`src/rtl/fan_timer_fnd_driver.sv`:
```
// fan_timer_fnd_driver: multiplexed 4-digit 7-segment driver for the fan timer mm:ss display
module fan_timer_fnd_driver #(
  parameter int SCAN_DIV     = 100_000,
  parameter int HALF_DIV     = 50_000_000,
  parameter int BLINK_CYCLES = 3
) (
  input  logic        clk,
  input  logic        reset_p,
  input  logic        state,
  input  logic        timeout,
  input  logic [15:0] value_timer,
  output logic [3:0]  com,
  output logic [7:0]  seg_7,
  output logic [1:0]  disp_mode
);
  localparam int SW = SCAN_DIV > 1 ? $clog2(SCAN_DIV) : 1;
  localparam int HW = HALF_DIV > 1 ? $clog2(HALF_DIV) : 1;
  localparam int BW = $clog2(BLINK_CYCLES + 1);
  typedef enum logic [1:0] {IDLE, RUN, BLINK, DONE} mode_t;
  mode_t mode, mode_n;
  logic [15:0]   value_q;
  logic          timeout_q, state_q, timeout_d;
  logic [SW-1:0] scan_cnt, scan_n;
  logic [1:0]    idx, idx_n;
  logic [HW-1:0] half_cnt, half_n;
  logic          phase, phase_n;
  logic [BW-1:0] blink_cnt, blink_n;
  logic [3:0]    com_n, nib;
  logic [7:0]    seg_n;
  logic          scan_wrap, half_wrap, fall, entry, blink_end, show;
  function automatic logic [7:0] decode(input logic [3:0] d);
    case (d)
      4'd0: decode = 8'h03;
      4'd1: decode = 8'h9F;
      4'd2: decode = 8'h25;
      4'd3: decode = 8'h0D;
      4'd4: decode = 8'h99;
      4'd5: decode = 8'h49;
      4'd6: decode = 8'h41;
      4'd7: decode = 8'h1F;
      4'd8: decode = 8'h01;
      4'd9: decode = 8'h09;
      default: decode = 8'hFD;
    endcase
  endfunction
  always_comb begin
    scan_wrap = scan_cnt == SW'(SCAN_DIV - 1);
    half_wrap = half_cnt == HW'(HALF_DIV - 1);
    fall      = timeout_d & ~timeout_q;
    blink_end = half_wrap & phase & (blink_cnt == BW'(BLINK_CYCLES - 1));
    mode_n    = mode;
    if (!state_q) mode_n = IDLE;
    else
      case (mode)
        IDLE:  mode_n = RUN;
        RUN:   if (fall) mode_n = BLINK;
        BLINK: if (timeout_q) mode_n = RUN; else if (blink_end) mode_n = DONE;
        DONE:  if (timeout_q) mode_n = RUN;
        default: mode_n = IDLE;
      endcase
    entry   = mode_n != mode && (mode_n == RUN || mode_n == BLINK);
    scan_n  = scan_wrap ? '0 : scan_cnt + 1'b1;
    idx_n   = idx + {1'b0, scan_wrap};
    half_n  = (entry || half_wrap) ? '0 : half_cnt + 1'b1;
    phase_n = entry ? 1'b0 : phase ^ half_wrap;
    blink_n = (mode == BLINK && mode_n == BLINK) ? blink_cnt + BW'(half_wrap & phase) : '0;
    nib     = value_q[{idx_n, 2'b00} +: 4];
    // a zero tens-of-minutes digit is blanked, except in continuous mode (value 0) which shows dashes
    show    = (mode_n == RUN && !(value_q != 16'h0 && idx_n == 2'd3 && nib == 4'h0)) ||
              (mode_n == BLINK && !phase_n);
    com_n   = show ? ~(4'b0001 << idx_n) : 4'b1111;
    seg_n   = !show ? 8'hFF :
              mode_n == BLINK ? 8'h03 :
              value_q == 16'h0 ? 8'hFD :
              decode(nib) & {7'h7F, !(idx_n == 2'd2 && !phase_n)};
  end
  always_ff @(posedge clk) begin
    if (reset_p) begin
      value_q   <= '0;
      timeout_q <= 1'b0;
      state_q   <= 1'b0;
      timeout_d <= 1'b0;
      mode      <= IDLE;
      scan_cnt  <= '0;
      idx       <= '0;
      half_cnt  <= '0;
      phase     <= 1'b0;
      blink_cnt <= '0;
      com       <= 4'b1111;
      seg_7     <= 8'hFF;
    end else begin
      value_q   <= value_timer;
      timeout_q <= timeout;
      state_q   <= state;
      timeout_d <= mode == IDLE ? 1'b0 : timeout_q;
      mode      <= mode_n;
      scan_cnt  <= scan_n;
      idx       <= idx_n;
      half_cnt  <= half_n;
      phase     <= phase_n;
      blink_cnt <= blink_n;
      com       <= com_n;
      seg_7     <= seg_n;
    end
  end
  assign disp_mode = mode;
endmodule

```
`config.mk`:
```
export PLATFORM = sky130hd
export DESIGN_NAME = fan_timer_fnd_driver
export DESIGN_NICKNAME = d
export VERILOG_FILES = /design/src/rtl/fan_timer_fnd_driver.sv
export SDC_FILE = /design/constraint.sdc
export NUM_CORES = 1
export LEC_CHECK = 0
export BUFFER_PORTS_ARGS = -buffer_cell sky130_fd_sc_hd__buf_2
export CELL_PAD_IN_SITES_DETAIL_PLACEMENT = 1
export CELL_PAD_IN_SITES_GLOBAL_PLACEMENT = 2
export CORE_MARGIN = 1.5
export CORE_UTILIZATION = 40
export CTS_CLUSTER_DIAMETER = 60
export DETAILED_ROUTE_END_ITERATION = 6
export GPL_TIMING_DRIVEN = 0
export PLACE_DENSITY = 0.94
export SLEW_MARGIN = 20
export SYNTH_ARGS = -nofsm -noshare
export SYNTH_HDL_FRONTEND = slang
export SYNTH_SLANG_ARGS = --single-unit
```
`constraint.sdc`:
```
create_clock -name clk -period 5.3 [get_ports clk]
set_input_delay 0 -clock clk [delete_from_list [all_inputs] [get_ports clk]]
set_output_delay 0 -clock clk [all_outputs]
set_load 0.01 [all_outputs]
```
==> results of run 1 <==
==> placed cells by master (no fill, tap or decap), types with 4 or more instances in the layout <==
cell,Yosys,final
nor4_1,4,4
nor4b_1,4,4
nor3_1,30,30
nand3_1,20,20
buf_2,7,40
and4_1,5,5
dfxtp_1,81,81
inv_1,14,14
nor2_1,39,39
xor2_1,26,26
clkbuf_8,0,9
and3_1,4,4
clkbuf_1,4,5
dlygate4sd3_1,0,18
xnor2_1,15,15
nand4_1,12,12
nor2b_1,21,21
nand2_1,23,23
ha_1,13,13
==> how the worst max path moves through the flow <==
stage	slack (ps)	cells after the start	endpoint	startpoint
after floorplan	2490	12	seg_7[2]	scan_cnt[5]
after global placement	2030	12	seg_7[2]	scan_cnt[0]
after detailed placement	1870	12	com[1]	scan_cnt[0]
after CTS	1850	12	com[1]	scan_cnt[0]
after global routing	1510	12	com[3]	scan_cnt[5]
final	1800	12	com[3]	scan_cnt[0]
==> where the power goes <==
part | leakage (uW) | internal (uW) | switching (uW)
clock network | 0.0000778 | 163 | 220
registers | 0.000660 | 622 | 11.9
logic | 0.000871 | 40.2 | 41.0
==> final cells by class <==
cell class,instances,area share [%]
Multi-Input combinational cell,271,44.0
Sequential cell,81,38.1
Timing Repair Buffer,51,8.11
Tap cell,108,3.17
Clock buffer,10,3.00
Buffer,15,1.91
Inverter,14,1.23
Clock inverter,4,0.529
==> worst max-delay path: cells and delay by family (launching register included) <==
kind,cells,cell delay (ps)
compound gates,2,450
buf+inv,1,160
simple gates,4,790
mux,1,490
fa+ha+maj,3,780
xor+xnor,1,400
flops,1,360
==> per-stage QoR <==
step | hold slack [ps] | utilization, % | cell area, um2 | setup slack [ps]
floorplan | 128 | - | 3630 | 2490
global placement | 213 | 44.8 | 3930 | 2030
detailed placement | 218 | 44.8 | 3930 | 1870
CTS | 37.9 | 48.6 | 4260 | 1850
global route | 64.1 | 48.6 | 4260 | 1510
finish | 51.1 | 48.6 | 4260 | 1800
==> state kept, by name (all words and copies together) (netlist names) <==
register / flops
half_cnt: 26
scan_cnt: 17
value_q: 16
seg_7: 8
com: 4
blink_cnt: 2
disp_mode: 2
idx: 2
phase: 1
state_q: 1
timeout_d: 1
timeout_q: 1
==> routing by layer <==
layer  global-route usage (%)  vias to the layer above  part of all wire [%]
met4                     9.97                        0                   2.8
met1                     22.5                     1370                    42
li1                         -                     1433                     -
met5                        0                        -                     0
met2                     35.5                       50                    53
met3                     3.44                       17                   2.9
==> logic make-up (layout without fill, tap and decap cells) <==
group                      after synthesis  in the layout  synth area share (%)
muxes                                    7              7                  3.65
buffers and inverters                   29             94                  3.69
xor gates and xnor gates                42             42                  10.3
AOI/OAI and AO/OA                       24             24                  5.52
DFF                                     81             81                  44.7
adders and majority gates               13             13                  4.48
and+or+nand+nor                        185            185                  27.6
==> impl_metrics.json, run 1 <==
{
  "whs_endpoint": "blink_cnt[1]",
  "dp_hpwl_mm": 5.74,
  "cts.sinks": 81,
  "cp.required_ps": 5590,
  "critPathMostFrequentCell": "ha_1",
  "clk_latency_ps": 350,
  "syn-num-nets": 414,
  "area_growth_pct": 17.4,
  "layout_min_cycle_time_ps": 3500,
  "yosysSeqAreaShare_pct": 44.7,
  "globalRouteTotalUtil_pct": 19.8,
  "ir_drop_mv": 0.140,
  "final_nets": 476,
  "vias_per_cell": 5.18,
  "gp_congestion": 0.784,
  "worstHoldPathType": "in2reg",
  "rr_endpoint": "com[3]",
  "chipHeight_um": 98.2,
  "yosysWarnings": 0,
  "slowest_delay_ps": 490,
  "synth.most_common_cell": "dfxtp_1",
  "fin_tns_setup_ps": 0,
  "worst_pin_slew_ps": 631,
  "fin_cells": 554,
  "io_buffer_count": 33,
  "synth_ff_type": "dfxtp_1",
  "path_class": "reg2reg",
  "min-delay-start": "reset_p",
  "io_pins": 34,
  "setup_viol": 0,
  "slowest_stage": "mux4_1",
  "maxCapViolations": 0,
  "die_x_um": 98.2,
  "core_area_um2": 8760,
  "drt_iter0_markers": 63,
  "total_power_uw": 1100,
  "dieArea_um2": 9650,
  "cp-start-kind": "flop",
  "hold_viol": 0,
  "multiInputGateArea_um2": 1870,
  "post-route-period-util_pct": 66.1,
  "synth_cell_types": 55,
  "final_layout_size_suffix_gt1_share_pct": 15.7,
  "holdBufCountCts": 18,
  "cts_buffers": 9,
  "dr.pass1.iters": 4,
  "synth_top_cell_by_area": "dfxtp_1",
  "antenna_found_initial": 0,
  "htree_levels": 3,
  "path_max_fanout": 7,
  "num-fill-cells": 1023,
  "gr-total-overflow": 0,
  "rr_worst_depth": 12,
  "syn_inst": 381,
  "antennaDiodeCount": 0,
  "min_path_cells": 3,
  "synth.avg_cell_area_um2": 9.52,
  "arrival_ps": 3790,
  "p_per_area_nw_per_um2": 258,
  "fin_skew_ps": 11.8,
  "clk_pin_slew_ps": 80,
  "cts_buffer_depth": 2,
  "routedWlPerCell_um": 16.4,
  "status": "complete, no violations",
  "cts_tree": "built",
  "totalWireLength_mm": 9.08,
  "rows": 34,
  "async_flop_share_pct": 0,
  "regArea_um2": 1620,
  "cts-resized-gates": 0,
  "critPathCaptureType": "flop",
  "grt_pass1_vias": 3002,
  "placed_cells": 522,
  "rsz0062_at_grt": "no",
  "synth_edf_count": 0,
  "fmax_mhz": 285,
  "start_util_pct": 41.4,
  "yosys-top-cells-count": "dfxtp_1, nor2_1, nor3_1",
  "cts_setup_buffers": 0,
  "slew_headroom_pct": 57.6,
  "route.vias.total": 2870,
  "drc": 0,
  "slew_violations": 0,
  "syn_area_um2": 3630,
  "cp_cell_sequence": "ha_1, nand4_1, nor3_1, ha_1, xor2_2, mux4_1, inv_1, ha_1, nand4b_1, o31ai_1, o21ai_0, nand3_1",
  "grt_max_degree": 13,
  "reg2reg_from": "scan_cnt[0]",
  "reg2reg_slack_ps": 1800,
  "p_leak_uw": 0.00161,
  "clock_tree.root_cell": "clkbuf_8",
  "grt_pass1_wl_mm": 14.9,
  "netlist_top_cells_area": "dfxtp_1, xor2_1, ha_1",
  "synth-seq-cells": 81,
  "synth_top_area_share_pct": 44.7,
  "ant_nets": 0
}
Power figures use the tool's default switching activity.
==> run 2, diff against run 1 <==
Settings changed: ABC_AREA set to 1, CORE_UTILIZATION 40 to 34, PLACE_DENSITY 0.94 to 0.89.
Clock period 5.3 ns to 3.7 ns, I/O delays scaled along.
==> run 2 against run 1 <==
Net effect: the flow now finishes with violations (hold timing); global-route usage fell by 2.9 points; total power increased by 82%; non-clock buffer count shrank 6; via count rose by 20%; worst setup slack lost 1200 ps; die area is 25% higher; area after synthesis grew 7.2%; cell count is 36% higher; clock-buffer cell count grew 4; design area up 11%.
==> impl_metrics.json, run 2 <==
{
  "netlist_top_cells_area": "dfxtp_1, nand2_1, nor2_1",
  "placed_cell_area_um2": 4230,
  "maxCapViolations": 0,
  "clk_latency_ps": 330,
  "dp_hpwl_mm": 6.85,
  "total_power_uw": 2000,
  "yosys-top-cells-count": "nand2_1, nor2_1, inv_1",
  "setup_viol": 0,
  "grt_max_degree": 13,
  "rsz0062_at_grt": "no",
  "totalWireLength_mm": 9.30,
  "regArea_um2": 1620,
  "busiest_layer": "met2",
  "async_flop_share_pct": 0,
  "synth.most_common_cell": "nand2_1",
  "regMostFlops": "half_cnt",
  "critPathLaunch": "scan_cnt[9]",
  "syn_area_um2": 3890,
  "fin_tns_setup_ps": 0,
  "syn-num-nets": 580,
  "start_util_pct": 35.4,
  "power_frac_seq_pct": 45.1,
  "cts_buffers": 9,
  "cp-start-kind": "flop",
  "hold_ws_ps": -1.68,
  "drc": 0,
  "final_common_cell": "nand2_1",
  "p_sw_share_pct": 21.3,
  "cts.sinks": 81,
  "combPwrFrac_pct": 6.0,
  "final_layout_size_suffix_gt1_share_pct": 11.9,
  "yosysSeqAreaShare_pct": 41.7,
  "grt_pass1_wl_mm": 16.0,
  "layout_min_cycle_time_ps": 3080,
  "cp.required_ps": 3920,
  "worstHoldPathType": "in2reg",
  "grt_util_met1_pct": 20.3,
  "synth_top_cell_by_area": "dfxtp_1",
  "slowest_delay_ps": 430,
  "p_switching_uw": 427,
  "num-fill-cells": 1379,
  "min-delay-start": "reset_p",
  "gr-total-overflow": 0,
  "largest_registers": "half_cnt (26), scan_cnt (17), value_q (16)",
  "globalRouteTotalUtil_pct": 16.9,
  "path_class": "reg2reg",
  "slew_violations": 0,
  "multiInputGateArea_um2": 1860,
  "p_int_uw": 1570,
  "p_leak_uw": 0.00199,
  "io_pins": 34,
  "htree_levels": 3,
  "violations": "hold timing",
  "gp_congestion": 0.814,
  "cts_tree": "built",
  "final_cell_mix": "nand2_1, nor2_1, inv_1, dfxtp_1, buf_2",
  "route.vias.total": 3436,
  "core_area_um2": 11000,
  "arrival_ps": 3300,
  "postLayoutCellArea_um2": 4730,
  "rows": 38,
  "synth-seq-cells": 81,
  "synth.avg_cell_area_um2": 7.11,
  "fmax_mhz": 325,
  "dieArea_um2": 12100,
  "io_buffer_count": 32,
  "fin_skew_ps": 5.17,
  "antenna_found_initial": 0,
  "yosysWarnings": 0,
  "path_max_fanout": 10,
  "worst_pin_slew_ps": 539,
  "chipHeight_um": 110,
  "met2_usage_pct": 30.5,
  "cts_setup_buffers": 0,
  "cts-resized-gates": 0,
  "die_x_um": 110,
  "vias_per_cell": 4.56,
  "synth_cell_types": 33,
  "cts_buffer_depth": 2,
  "clockPowerShare_pct": 48.9,
  "synth_ff_type": "dfxtp_1",
  "syn_inst": 547,
  "synth_top_area_share_pct": 41.7,
  "area_growth_pct": 21.6,
  "routedWlPerCell_um": 12.3,
  "drt_iter0_markers": 64,
  "reg2reg_from": "scan_cnt[9]",
  "critPathCaptureType": "flop",
  "hold_viol": 1,
  "post-route-period-util_pct": 83.3,
  "grt_pass1_vias": 3592,
  "ir_drop_mv": 0.222,
  "clk_pin_slew_ps": 60,
  "cp_cell_sequence": "nand2_1, inv_1, nand3_1, nor3_1, nand3_1, inv_1, ha_1, buf_2, o21ai_0, nand2_1, nand2_1, inv_1, ha_1, inv_1, nor2_1, nand3_1, nand2_2, nand2_4, nand2_1",
  "use_met3_pct": 3.44,
  "dr.pass1.iters": 4,
  "antennaDiodeCount": 0,
  "slowest_stage": "dfxtp_1",
  "ant_nets": 0,
  "slew_headroom_pct": 64.1,
  "synth_edf_count": 0,
  "status": "finished with violations",
  "clock_tree.root_cell": "clkbuf_16",
  "final_nets": 641,
  "largest_register_ffs": 26,
  "p_per_area_nw_per_um2": 423
}
run 2: changes by cell type after synthesis, moves of 9 or more:
cell,change
a21oi_1,+9
inv_1,+75
nand2_1,+90
nor2_1,+64
nor2b_1,-21
nor3_1,-15
o21ai_0,+11
xor2_1,-12
run 2: cell type report:
type / count / area share (%)
multi-input cells: 365 / 39.3
plain buffers: 10 / 1.48
flip-flops and latches: 81 / 34.3
clock inverters: 2 / 1.27
clock buffers: 14 / 5.58
inverters: 91 / 7.22
well taps: 140 / 3.70
repair buffers: 50 / 7.20
run 2: path summary, 6_finish.rpt:
check / end / cells after the start / slack [ps]
max: com[2] / 19 / 620
min: value_q[2] / 2 / -2
max reg2reg: com[2] / 19 / 620
min reg2reg: scan_cnt[0] / 1 / 450
run 2: cell families after synthesis:
logic type      synth area share (%)
xor+xnor                        7.14
flops                           41.7
buf+inv                         10.6
compound gates                  3.67
simple gates                    32.7
fa+ha+maj                       4.18
run 2: metal layers:
layer,part of all wire [%],vias to the layer above
met1,48,1600
met4,0.99,0
met5,0,-
li1,-,1790
met3,2.2,8
met2,49,38
run 2: repair_timing:
action / in CTS / in global routing
hold buffers: 18 / 0
hold endpoints to repair: 18 / 0
setup endpoints to repair: 0 / 0
run 2: power by group through the flow:
stage | clock network [uW] | logic [uW] | registers [uW]
6_report | 979 | 120 | 903
4_1_cts | 999 | 122 | 903
2_1_floorplan | 0 | 70.9 | 922
3_5_place_dp | 0 | 106 | 922
5_1_grt | 1030 | 139 | 905
3_3_place_gp | 0 | 102 | 922
run 2: stage by stage:
| step | hold WS [ps] | util, % | worst slack, ps | instances |
|---|---|---|---|---|
| 4_1_cts | 10.4 | 43.1 | 583 | 753 |
| 3_3_place_gp | 203 | 38.5 | 705 | 719 |
| 3_5_place_dp | 209 | 38.5 | 684 | 719 |
| 6_report | -1.68 | 43.1 | 619 | 753 |
| 5_1_grt | 18.3 | 43.1 | 316 | 753 |
| 2_1_floorplan | 107 | - | 1210 | 547 |
run 2: worst max-delay path, delay by kind of cell, from the launching register on:
family / cells / cell delay, ps
simple gates: 11 / 1260
buf+inv: 5 / 620
flops: 1 / 430
fa+ha+maj: 2 / 430
compound gates: 1 / 230
==> run 3, diff against run 2 <==
Settings changed: ABC_AREA 1 to 0, CORE_UTILIZATION 34 to 37, PLACE_DENSITY 0.89 to 0.88.
Clock period 3.7 ns to 3.16 ns, I/O delays scaled along.
==> run 3 against run 2 <==
Net effect: combinational power rose by 17%; highest routed layer unchanged; the run now ends clean; critical path depth fell by 6; maximum frequency grew 3.4%; non-clock buffer count is 16 higher; sequential share of layout area rose by 1.7 points; register-to-register slack worse by 440 ps; flip-flop and latch count is the same; critical endpoint is now seg_7[0].
==> impl_metrics.json, run 3 (synthesis results as in run 1) <==
{
  "multiInputGateArea_um2": 1970,
  "clk_latency_ps": 350,
  "place_ws_ps": -253,
  "rows": 35,
  "slew_headroom_pct": 59.2,
  "ir_drop_mv": 0.222,
  "cts_buffers": 9,
  "slowest_stage": "dfxtp_1",
  "postLayoutCoreUtil_pct": 48.2,
  "route.vias.total": 2890,
  "cts_tree": "built",
  "final_layout_size_suffix_gt1_share_pct": 21.4,
  "start_util_pct": 38.7,
  "fin_skew_ps": 14.9,
  "totalWireLength_mm": 8.80,
  "setup_ws_ps": 179,
  "fmax_mhz": 335,
  "antenna_found_initial": 0,
  "cts.sinks": 81,
  "chipHeight_um": 102,
  "routedWlPerCell_um": 15.0,
  "p_leak_uw": 0.00170,
  "clk_pin_slew_ps": 100,
  "path_max_fanout": 4,
  "rr_worst_depth": 13,
  "final_common_cell": "dfxtp_1",
  "gp_congestion": 0.884,
  "final_nets": 486,
  "dp_hpwl_mm": 5.98,
  "status": "complete, no violations",
  "final_cell_mix": "dfxtp_1, buf_2, nor2_1, nor3_1, xor2_1",
  "reg2reg_from": "scan_cnt[7]",
  "globalRouteTotalUtil_pct": 18.0,
  "rsz0062_at_grt": "no",
  "cpLargestDelayFamily": "simple AND/OR/NAND/NOR gates",
  "largest_registers": "half_cnt (26), scan_cnt (17), value_q (16)",
  "reg2reg_slack_ps": 180,
  "gr-total-overflow": 0,
  "min_path_cells": 3,
  "layout_min_cycle_time_ps": 2980,
  "rr_endpoint": "seg_7[0]",
  "worstHoldPathType": "in2reg",
  "post-route-period-util_pct": 94.3,
  "worst_pin_slew_ps": 606,
  "min-delay-start": "reset_p",
  "core_area_um2": 9370,
  "num-fill-cells": 1097,
  "slowest_delay_ps": 430,
  "grt_pass1_vias": 3007,
  "ant_nets": 0,
  "area_growth_pct": 24.5,
  "io_pins": 34,
  "maxCapViolations": 0,
  "whs_endpoint": "blink_cnt[1]",
  "p_per_area_nw_per_um2": 443,
  "cts_buffer_depth": 2,
  "io_buffer_count": 33,
  "largest_register_ffs": 26,
  "setup_viol": 0,
  "vias_per_cell": 4.92,
  "arrival_ps": 3270,
  "htree_levels": 3,
  "antennaDiodeCount": 0,
  "die_x_um": 102,
  "grt_pass1_wl_mm": 14.6,
  "clock_tree.root_cell": "clkbuf_8",
  "grt_max_degree": 17,
  "cp.buffers_inverters": 2,
  "path_class": "reg2reg",
  "regMostFlops": "half_cnt",
  "dieArea_um2": 10400,
  "drt_iter0_markers": 85,
  "dr.pass1.iters": 4,
  "drc": 0,
  "critPathCaptureType": "flop",
  "regArea_um2": 1620,
  "slew_violations": 0,
  "hold_viol": 0,
  "cp.required_ps": 3450,
  "cp-start-kind": "flop",
  "cp_cell_sequence": "nor4b_4, nand4_1, nor3_4, ha_4, xor2_4, mux4_2, inv_2, ha_1, nand4b_1, buf_4, o31ai_2, or3_1, nand4bb_1"
}
run 3: area by class of cell:
type / instances / share of cell area (%)
clock buffer: 9 / 2.74
clock inverter: 7 / 1.88
tap: 129 / 3.57
sequential: 81 / 35.9
buffer: 14 / 1.69
timing repair buffer: 62 / 9.47
multi-input combinational: 271 / 43.5
inverter: 14 / 1.16
run 3: repair_timing:
action,4_1_cts,5_1_grt
hold buffers,18,0
setup endpoints to repair,32,32
setup buffers,5,6
cloned,0,0
endpoints found under the hold margin,18,0
gates resized for setup,9,14
pin swaps,6,7
run 3: tightest hold or removal path: stages:
cell     delay, ps
buf_2          120
nor2b_1         80
and4_1         180
run 3: through the flow:
stage / hold slack (ps) / std cells / total power [uW] / instance area (um2) / setup TNS, ps
global route: 76.6 / 587 / 2080 / 4520 / 0
floorplan: 128 / 381 / 1160 / 3630 / 0
CTS: 56.0 / 581 / 2020 / 4410 / 0
global placement: 211 / 543 / 1190 / 3960 / -1010
finish: 75.8 / 587 / 2000 / 4520 / 0
detailed placement: 218 / 543 / 1200 / 3960 / -3700
run 3: worst max-delay path by stage:
stage	startpoint	endpoint	cells past startpoint
5_1_grt	scan_cnt[8]	seg_7[0]	13
4_1_cts	scan_cnt[11]	com[0]	12
3_3_place_gp	scan_cnt[0]	seg_7[2]	12
2_1_floorplan	scan_cnt[5]	seg_7[2]	12
6_report	scan_cnt[7]	seg_7[0]	13
3_5_place_dp	scan_cnt[8]	seg_7[4]	12
run 3: per-layer routing:
layer	vias to the layer above	share of wire (%)	global-route usage, %
met4	0	1.3	5.69
met2	31	48	30.6
met1	1394	49	23.4
li1	1453	-	-
met3	12	1.8	2.87
met5	-	0	0
run 3: where the power goes:
part	switching (uW)	internal, uW	total (uW)
Sequential	18.0	1040	1060
Combinational	69.0	71.0	140
Clock	416	382	798
Total	503	1500	2000
